`src/rtl/aidan_mcnay_debounce.sv`:
```
// Debouncer: synchronizes a raw asynchronous input and only lets out_signal
// flip after DEBOUNCE_CYCLES consecutive synchronized samples at the new level.
module aidan_mcnay_debounce #(
    parameter int SYNC_STAGES     = 2,
    parameter int DEBOUNCE_CYCLES = 1000
) (
    input  logic clk,
    input  logic rst,
    input  logic in_signal,
    output logic out_signal,
    output logic busy
);

    localparam int CNT_WIDTH = ($clog2(DEBOUNCE_CYCLES + 1) < 1) ? 1 : $clog2(DEBOUNCE_CYCLES + 1);
    localparam logic [CNT_WIDTH-1:0] CNT_LAST = CNT_WIDTH'(DEBOUNCE_CYCLES - 1);

    typedef enum logic {
        STABLE = 1'b0,
        COUNT  = 1'b1
    } state_t;

    logic [SYNC_STAGES-1:0] sync_q, sync_d;
    logic                   s;
    state_t                 state_q, state_d;
    logic [CNT_WIDTH-1:0]   cnt_q, cnt_d;
    logic                   out_q, out_d;
    logic                   busy_q, busy_d;

    always_ff @(posedge clk or posedge rst) begin
        if (rst) begin
            sync_q  <= '0;
            state_q <= STABLE;
            cnt_q   <= '0;
            out_q   <= 1'b0;
            busy_q  <= 1'b0;
        end else begin
            sync_q  <= sync_d;
            state_q <= state_d;
            cnt_q   <= cnt_d;
            out_q   <= out_d;
            busy_q  <= busy_d;
        end
    end

    // Only the last synchronizer stage is allowed to reach the filter.
    always_comb begin
        sync_d = {sync_q[SYNC_STAGES-2:0], in_signal};
        s      = sync_q[SYNC_STAGES-1];
    end

    always_comb begin
        state_d = state_q;
        cnt_d   = cnt_q;
        out_d   = out_q;
        case (state_q)
            STABLE: begin
                if (s != out_q) begin
                    if (DEBOUNCE_CYCLES == 1) begin
                        out_d = s;
                    end else begin
                        cnt_d   = CNT_WIDTH'(1);
                        state_d = COUNT;
                    end
                end
            end
            COUNT: begin
                // Any sample back at the old level discards all accumulated credit.
                if (s == out_q) begin
                    cnt_d   = '0;
                    state_d = STABLE;
                end else if (cnt_q == CNT_LAST) begin
                    out_d   = ~out_q;
                    cnt_d   = '0;
                    state_d = STABLE;
                end else begin
                    cnt_d = cnt_q + CNT_WIDTH'(1);
                end
            end
        endcase
        busy_d = (state_d == COUNT);
    end

    assign out_signal = out_q;
    assign busy       = busy_q;

endmodule

```
`config.mk`:
```
export PLATFORM = sky130hd
export DESIGN_NAME = aidan_mcnay_debounce
export DESIGN_NICKNAME = d
export VERILOG_FILES = /design/src/rtl/aidan_mcnay_debounce.sv
export SDC_FILE = /design/constraint.sdc
export NUM_CORES = 1
export LEC_CHECK = 0
export CORE_UTILIZATION = 40
export DETAILED_ROUTE_END_ITERATION = 16
export REMOVE_ABC_BUFFERS = 1
export SLEW_MARGIN = 0
export SYNTH_ARGS = -nofsm -noshare
export SYNTH_HDL_FRONTEND = slang
export SYNTH_SLANG_ARGS = --single-unit
```
`constraint.sdc`:
```
create_clock -name clk -period 1.4 [get_ports clk]
set_input_delay 0.42 -clock clk [delete_from_list [all_inputs] [get_ports clk]]
set_output_delay 0.42 -clock clk [all_outputs]
set_load 0.05 [all_outputs]
```
# After elaboration in Yosys (flattened, before gate mapping)
# Index checks and enable logic that the tools add are counted.
[classes]
eq_ne = 4
add_sub_neg = 1
bitwise_logic = 3
n_reduce_logical = 1
muxes = 8
[ops]
columns = ["op", "n"]
rows = [
  ["10-bit two-way mux", 3],
  ["10-bit one-hot mux with 2 select lines", 1],
  ["10-bit by 1-bit adder with 10-bit output, second input constant", 1],
  ["10-bit equality test, second input constant", 1],
  ["1-bit two-way mux", 3],
  ["1-bit NOT", 3],
  ["3-bit AND reduction", 1],
  ["2-bit != test, second input constant", 1],
  ["1-bit one-hot mux with 2 select lines", 1],
  ["1-bit equality test", 1],
  ["1-bit != test", 1],
]
[word_totals]
out_inout_bits = 2
register_bits = 14
word_cells = 21

# Depth between registers and ports, before layout
# Gate-level depths: netlist of the first run.
[logic_depth]
word_depth = 4
depth_mapped = 5
depth_no_buf = 5

# Worst setup path before layout of the first run
# Ideal clock, no wire load.
[synth_timing]
kind = "register to register"
start = "register out_q, in the netlist out_signal"
end = "register cnt_q[7]"
t_required_ns = 1.274
synth_period_minus_slack_ns = 1.612
arrival_ns = 1.486
setup_time_ns = 0.126
stages_incl_launch_ff = 5
path_slack_ns = -0.212
cell_sequence = "dfrtp_1 -> xor2_2 -> nor2_1 -> and2_1 -> a311o_1"
[synth_via]
elab_chain_cells = 3
elab_cells_between_ends = 5
cone_classes = "eq/ne (3); mux (2)"
[synth_rtl]
columns = ["element", "line", "source"]
rows = [
  ["start, declared", "26", "logic out_q, out_d;"],
  ["start signal, assigned", "40", "out_q <= out_d;"],
  ["1-bit equality test", "68", "if (s == out_q) begin"],
  ["10-bit two-way mux", "68", ""],
  ["10-bit one-hot mux with 2 select lines", "55", "case (state_q)"],
  ["end signal, assigned", "39", "cnt_q <= cnt_d;"],
  ["end, declared", "25", "logic [CNT_WIDTH-1:0] cnt_q, cnt_d;"],
]
# Parallel ways exist; a longest one is shown, timed or not.
# A chain may end at the register's enable or synchronous reset.

# Worst setup path in the final report of the first run
[layout_timing]
start = "register cnt_q[4]"
end = "register cnt_q[7]"
[layout_via]
elab_chain_cells = 4
elab_cells_between_ends = 5
cone_classes = "add/sub (1); eq/ne (1); mux (3)"
[layout_rtl]
columns = ["element", "line", "source"]
rows = [
  ["10-bit by 1-bit adder with 10-bit output or 10-bit equality test (tied branches)", "76, 71", ""],
  ["10-bit two-way mux (*)", "71", "end else if (cnt_q == CNT_LAST) begin"],
  ["10-bit two-way mux (*)", "68", ""],
  ["10-bit one-hot mux with 2 select lines (*)", "55", ""],
]
# Every way passes the cells marked *; elsewhere a longest branch is shown, timed or not.

==> out/results.txt, run 1 <==
Total track usage - 0.199
Status - finished, violations left
Cts hold-fix bufs - 0
First-pass GRT wire length - 2760 µm
Max-capacitance violation count - 0
WP buf/inv - 0
Starting Density - 0.429
Via count - 654
Fin. max-slew vios - 0
Crit start category - flip-flop
TritonCTS clock tree - done
Int Power - 0.639 mW
Initial antenna violation count - 0
Instance count of the mapped netlist - 71
Post-Route M1 WL - 806 µm
Later-pin clock latency in the skew report - 0.28 ns
Met2 WL - 817 µm
Critical path's slowest cell - dfrtp_1
Cell family with most CP delay - simple AND/OR/NAND/NOR gates
Initial DRC Count - 9
Crit-path max FO - 4
Seq/Total Area, Yosys - 0.473
Synthesized area per cell - 10.4 µm²
Period minus WS final - 1.47 ns
Sequential share of power - 0.511
Vias in the first global route - 627
Commonest non-fill, non-tap cell in the layout - buf_4
Synth Flop Type - dfrtp_1
Global route overflow - 0
Worst path arrival time - 1.64 ns
Root Buffer Master - clkbuf_4
Reg2reg end - cnt_q[7]
Layout cells sized above 1 - 0.433
Gp weighted congestion - 0.840
CTS sink count - 14
RSZ-0062 raised after global routing - true
P&R area growth vs syn - 47.0%
Post-route ant nets - 0
Worst Max-Slew Pin Slew - 0.255 ns
Final period util - 1.05
Critical Path End Type - flip-flop
Path length in cells of the critical path - 4
EDFF count, synth - 0
Max frequency - 0.682 GHz
I/O pin count - 5
VDD IR-drop max - 0.000557 V
H-Tree Depth - 1
Routed WL per cell - 13.0 µm
Async SR Flop Fraction - 1.00
Drt drc - 0
# rows - 15
Clock skew - 0.00272 ns
Post-layout net count - 109
Yosys warns - 0
Die Y - 45.0 µm
Port Buf Inserts - 4
Final core utilization - 0.630
Met3 wire len - 45 µm
Pwr dens - 767 mW/mm²
Leak Pwr - 0.536 nW
Combinational Power Share - 0.147
Hold path startpoint - sync_q[0]
Drt pass-1 iters - 4
Reg clk slew, reported paths - 0.08 ns
Clk network pwr share - 0.342
Unique masters post-synth - 34
Total Wirelength - 1680 µm
Largest net degree at the start of global routing - 15
Die Wd - 45.0 µm
Syn Std Cell Area - 741 µm²
Vias/cell - 5.07
Highest-count cells in the layout ignoring fill and taps - buf_4 (24), dfrtp_1 (14), nand3_1 (9), a22o_1 (4)
Num CTS Buffers - 3
Worst Slack Setup Final - -0.0661 ns
Final hold vios - 0
R2r worst-path depth - 4
Relative slew slack - 0.827
R2r setup slk - -0.07 ns
Sw Ratio - 0.235
Core footprint - 0.00173 mm²
Sw Pwr - 0.196 mW
Worst path cell trace - and4bb_1 > nor3b_4 > nor2_2 > a311o_1
Post-DP HPWL - 1250 µm
Hold EP - sync_q[1]
Longest Clk Path Bufs - 2
Synthesis-stage register bit count - 14
# setup viols final - 4
Worst R2R Start - cnt_q[4]
DIE AREA - 0.00203 mm²
Violated checks - setup timing
Fin Hold WS - 0.352 ns
Antenna diode count - 0
Critical Path RT - 1.57 ns
WS Path Type - flip-flop to flip-flop
Uppermost layer routed - met4
Worst path max stage delay - 0.38 ns
Worst hold path stage count - 0
Hold WC Path Type - flip-flop to flip-flop
## cell families (layout without fill, tap and decap cells)
family / count (synthesis) / after routing / synth area share
flip-flops: 14 / 14 / 0.473
buffers and inverters: 3 / 36 / 0.0169
adder cells (fa/ha/maj): 1 / 1 / 0.0169
multiplexers: 1 / 1 / 0.0203
XOR/XNOR: 2 / 2 / 0.0338
AND/OR/NAND/NOR: 33 / 33 / 0.267
AO/OA/AOI/OAI: 17 / 17 / 0.172
## state kept, by name, indices dropped and copies added (netlist names)
signal      cells
sync_q          2
out_signal      1
cnt_q          10
busy            1
## metal layers
metal / up-vias / GRT usage
met1: 318 / 0.263
met4: 0 / 0.0545
li1: 328 / -
met5: - / 0
met3: 2 / 0.0840
met2: 6 / 0.299
## power groups by stage
stage / clock, mW / combinational [mW] / sequential (mW)
2_1_floorplan: 0 / 0.0420 / 0.443
6_report: 0.286 / 0.123 / 0.427
3_3_place_gp: 0 / 0.102 / 0.436
3_5_place_dp: 0 / 0.103 / 0.437
4_1_cts: 0.297 / 0.118 / 0.427
5_1_grt: 0.320 / 0.136 / 0.428
## stage by stage
stage	worst slack (ns)	total power, mW	instance area [µm²]	instances	TNS (ns)
2_1_floorplan	-0.240	0.485	736	70	-1.58
3_3_place_gp	-0.0410	0.538	970	118	-0.110
3_5_place_dp	-0.0684	0.541	970	118	-0.177
4_1_cts	-0.0761	0.842	1050	126	-0.258
5_1_grt	-0.120	0.885	1090	129	-0.601
6_report	-0.0661	0.835	1090	129	-0.211
## Yosys cell counts, types with 2 or more instances
cell type  count  area, µm²
nand2_1        5       18.8
nor2b_1        2       12.5
dfrtp_1       14        350
nand3_1        9       45.0
a21oi_1        2       10.0
a22o_1         4       35.0
and2_1         2       12.5
inv_1          2       7.51
o21ai_0        4       20.0
nor3_1         2       10.0
nor2_1         2       7.51
## area by class of cell
cell class	count	area, µm²
well taps	25	31.3
repair buffers	30	263
fillers	155	638
clock buffers	4	36.3
flip-flops and latches	14	350
multi-input cells	54	400
inverters	2	7.51
## how the worst max path moves through the flow
stage,from,end,slack [ns]
3_3_place_gp,cnt_q[0],out_signal,-0.04
4_1_cts,cnt_q[4],cnt_q[7],-0.08
3_5_place_dp,cnt_q[0],out_signal,-0.07
5_1_grt,cnt_q[4],cnt_q[7],-0.12
6_report,cnt_q[4],cnt_q[7],-0.07
2_1_floorplan,out_signal,cnt_q[7],-0.24
## timing repair
item | CTS | global route
resized for setup | 5 | 6
pin swaps | 2 | 3
setup endpoints to repair | 7 | 12
setup buffers | 4 | 4
hold endpoints to repair | 0 | 0
(Power assumes the default switching activity.)
==> run 2, diff against run 1 <==
CAP_MARGIN = 10   (was default)
CORE_MARGIN = 8   (was default)
==> out/results.txt, run 2 (synthesis gave the netlist of run 1 again) <==
TritonCTS clock tree - done
Worst path cell trace - buf_12
Die Wd - 59.0 µm
Largest Register - cnt_q
Final hold vios - 0
Drt pass-1 iters - 4
Reg clk slew, reported paths - 0.08 ns
DIE AREA - 0.00348 mm²
Violated checks - setup timing
Leak Pwr - 0.530 nW
Cts hold-fix bufs - 0
Port Buf Inserts - 4
Clock skew - 0.000513 ns
Core footprint - 0.00173 mm²
Highest-count cells in the layout ignoring fill and taps - buf_4 (20), dfrtp_1 (14), nand3_1 (8), a22o_1 (4), nand2_1 (4)
Vias in the first global route - 647
Post-route ant nets - 0
Number of flip-flops in the largest register - 10
Worst path arrival time - 1.08 ns
Fin. max-slew vios - 0
Hold WC Path Type - flip-flop to flip-flop
Later-pin clock latency in the skew report - 0.28 ns
Commonest non-fill, non-tap cell in the layout - buf_4
Initial antenna violation count - 0
Num CTS Buffers - 3
WP buf/inv - 1
Routed WL per cell - 14.6 µm
Antenna diode count - 0
Cell family with most CP delay - flip-flops
CTS sink count - 14
Total Wirelength - 1820 µm
# rows - 15
Final period util - 1.07
Max-capacitance violation count - 0
Post-DP HPWL - 1270 µm
Fin Hold WS - 0.352 ns
I/O pin count - 5
Power, Total - 0.840 mW
Largest net degree at the start of global routing - 15
Period minus WS final - 1.50 ns
First-pass GRT wire length - 3010 µm
Status - finished, violations left
R2r setup slk - -0.09 ns
Initial DRC Count - 12
Relative slew slack - 0.719
Vias/cell - 5.18
Critical path's slowest cell - dfrtp_1
Die Y - 59.0 µm
Gp weighted congestion - 0.807
Critical Path RT - 0.98 ns
Via count - 647
Crit start category - flip-flop
Post-layout net count - 105
VDD IR-drop max - 0.000553 V
Longest Clk Path Bufs - 2
H-Tree Depth - 1
Layout cells sized above 1 - 0.410
P&R area growth vs syn - 45.1%
Pwr dens - 782 mW/mm²
Total track usage - 0.112
# setup viols final - 9
Placed Cells - 119
Worst Max-Slew Pin Slew - 0.421 ns
Worst Slack Setup Final - -0.104 ns
Max frequency - 0.665 GHz
Root Buffer Master - clkbuf_4
Global route overflow - 0
Drt drc - 0
Starting Density - 0.429
Post-route insts no fill - 125
RSZ-0062 raised after global routing - true
Worst path max stage delay - 0.61 ns
WS Path Type - flip-flop to output pin
Top Registers - cnt_q (10), sync_q (2)
Crit-path max FO - 10
Critical Path End Type - output pin
-- run 2: cell types whose count changed in the layout (fill, tap and decap cells not counted), sizes merged --
cell	before	now
buf	28	24
-- run 2: per-stage QoR --
| stage | setup WS (ns) | area (µm²) | util | setup TNS [ns] |
|---|---|---|---|---|
| 4_1_cts | -0.0889 | 1030 | 0.596 | -0.467 |
| 5_1_grt | -0.173 | 1070 | 0.622 | -1.27 |
| 3_3_place_gp | -0.0211 | 977 | 0.566 | -0.0731 |
| 3_5_place_dp | -0.0686 | 977 | 0.566 | -0.180 |
| 6_report | -0.104 | 1070 | 0.622 | -0.436 |
| 2_1_floorplan | -0.240 | 736 | - | -1.58 |
-- run 2: layout make-up --
class,instances,area (µm²)
flip-flops and latches,14,350
multi-input cells,54,417
well taps,25,31.3
fillers,139,652
clock buffers,4,36.3
inverters,2,7.51
repair buffers,26,233
-- run 2: final timing paths --
path	from	depth (start not counted)	end
worst max-delay path	busy	1	busy
worst min-delay path	sync_q[0]	0	sync_q[1]
worst max register to register	cnt_q[4]	4	out_signal
worst min register to register	sync_q[0]	0	sync_q[1]
max in group asynchronous	rst	3	cnt_q[2]
min in group asynchronous	rst	3	sync_q[1]
-- run 2: what timing repair did --
action / 4_1_cts / 5_1_grt
endpoints found under the setup margin: 8 / 13
pin swaps: 2 / 7
buffers inserted: 0 / 3
gates cloned: 0 / 0
gates resized for setup: 3 / 10
-- run 2: where the power goes --
group / internal, mW / switching (mW) / total [mW]
sequential: 0.418 / 0.0134 / 0.431
combinational: 0.0617 / 0.0577 / 0.119
clock: 0.158 / 0.131 / 0.290
-- run 2: metal layers --
metal,track usage,up-vias,routed length [µm]
met5,0,-,0
met4,0.0205,0,9
met3,0.0456,2,75
met2,0.182,13,925
met1,0.137,310,811
li1,-,322,-
==> run 3, diff against run 2 <==
CORE_UTILIZATION = 49   (was 40)
PLACE_DENSITY = 0.71   (was default)
==> out/results.txt, run 3 (synthesis gave the netlist of run 1 again) <==
Status - finished, violations left
Final period util - 1.07
Num CTS Buffers - 3
Via count - 719
Path length in cells of the critical path - 5
WP buf/inv - 1
Drt drc - 0
Die Wd - 54.9 µm
Period minus WS final - 1.50 ns
Critical path's slowest cell - dfrtp_1
Leak Pwr - 0.544 nW
Layout cells sized above 1 - 0.443
I/O pin count - 5
DIE AREA - 0.00301 mm²
Global route overflow - 0
GR peak layer - met2
Post-DP HPWL - 1340 µm
Reg clk slew, reported paths - 0.09 ns
Initial DRC Count - 29
# rows - 14
Commonest non-fill, non-tap cell in the layout - buf_4
Met3 Use GR - 0.0245
R2r worst-path depth - 5
Root Buffer Master - clkbuf_4
Highest-count cells in the layout ignoring fill and taps - buf_4 (27), dfrtp_1 (13), nand3_1 (9), a22o_1 (4), nand2_1 (4)
Final hold vios - 0
Cell family with most CP delay - flip-flops
Top Registers - cnt_q (10), sync_q (2)
Met1 Track Usage GR - 0.185
# setup viols final - 10
Final core utilization - 0.754
RSZ-0062 raised after global routing - true
Number of flip-flops in the largest register - 10
VDD IR-drop max - 0.000610 V
Worst path max stage delay - 0.44 ns
Crit-path max FO - 3
Longest Clk Path Bufs - 2
Starting Density - 0.509
Worst hold path stage count - 0
Later-pin clock latency in the skew report - 0.29 ns
Critical Path End Type - flip-flop
Fin. max-slew vios - 0
GRT met2 Usage - 0.242
Worst Slack Setup Final - -0.0993 ns
Largest net degree at the start of global routing - 15
TritonCTS clock tree - done
Total track usage - 0.147
Worst path cell trace - xor2_2 > buf_4 > nor2_1 > and2_1 > a311o_1
Antenna diode count - 0
Violated checks - setup timing
First-pass GRT wire length - 3200 µm
Pre-CTS setup slack - -0.0696 ns
Die Y - 54.9 µm
Relative slew slack - 0.809
Clock skew - 0.000872 ns
Post-route ant nets - 0
Vias/cell - 5.89
WS Path Type - flip-flop to flip-flop
Gp weighted congestion - 0.880
Routed WL per cell - 16.2 µm
CTS sink count - 14
Pwr dens - 789 mW/mm²
Total Wirelength - 1970 µm
Largest Register - cnt_q
Max frequency - 0.667 GHz
Crit start category - flip-flop
Critical Path RT - 1.58 ns
Post-layout net count - 111
Worst path arrival time - 1.68 ns
Max-capacitance violation count - 0
Hold WC Path Type - flip-flop to flip-flop
Core footprint - 0.00145 mm²
Drt pass-1 iters - 5
P&R area growth vs syn - 48.0%
Initial antenna violation count - 0
Worst Max-Slew Pin Slew - 0.286 ns
Port Buf Inserts - 4
Vias in the first global route - 706
H-Tree Depth - 1
==> run 3: area by class of cell <==
class	instances	area, µm²
sequential	14	352
inverter	2	7.51
multi-input combinational	54	407
tap	16	20.0
clock buffer	4	36.3
fill	97	358
timing repair buffer	32	274
==> run 3: repair_timing <==
action / in CTS / in global routing
resized for setup: 4 / 7
pin swaps: 5 / 4
hold buffers: 0 / 0
setup buffers: 3 / 3
endpoints found under the setup margin: 9 / 13
==> run 3: worst paths after layout <==
| kind | from | end | slack [ns] |
|---|---|---|---|
| worst min register to register | sync_q[0] | sync_q[1] | 0.36 |
| min in group asynchronous | rst | cnt_q[4] | 0.44 |
| max in group asynchronous | rst | busy | 0.78 |
| worst max register to register | sync_q[1] | cnt_q[7] | -0.1 |
| worst max-delay path | sync_q[1] | cnt_q[7] | -0.1 |
| worst min-delay path | sync_q[0] | sync_q[1] | 0.36 |
==> run 3: layer usage <==
metal | up-vias | part of all wire
met3 | 4 | 0.063
met5 | - | 0
li1 | 336 | -
met1 | 347 | 0.45
met4 | 0 | 0.012
met2 | 32 | 0.48
==> run 3: report_power, final <==
group	total (mW)	switching [mW]	internal, mW
clock network	0.304	0.145	0.159
logic	0.131	0.0633	0.0681
registers	0.429	0.0109	0.418
==> run 3: metrics by stage <==
| step | hold WS (ns) | TNS [ns] | cells | power (mW) | instance area (µm²) |
|---|---|---|---|---|---|
| 3_3_place_gp | 0.332 | -0.0375 | 113 | 0.547 | 988 |
| 3_5_place_dp | 0.343 | -0.174 | 113 | 0.552 | 988 |
| 6_report | 0.362 | -0.527 | 122 | 0.864 | 1100 |
| 5_1_grt | 0.367 | -1.14 | 122 | 0.890 | 1100 |
| 2_1_floorplan | 0.309 | -1.58 | 70 | 0.485 | 736 |
| 4_1_cts | 0.365 | -0.306 | 120 | 0.848 | 1060 |
==> run 3: worst register-to-register path: stages, from the launching register on <==
cell and delay [ns]:
dfrtp_1 0.44, xor2_2 0.31, buf_4 0.17, nor2_1 0.05
and2_1 0.16, a311o_1 0.26
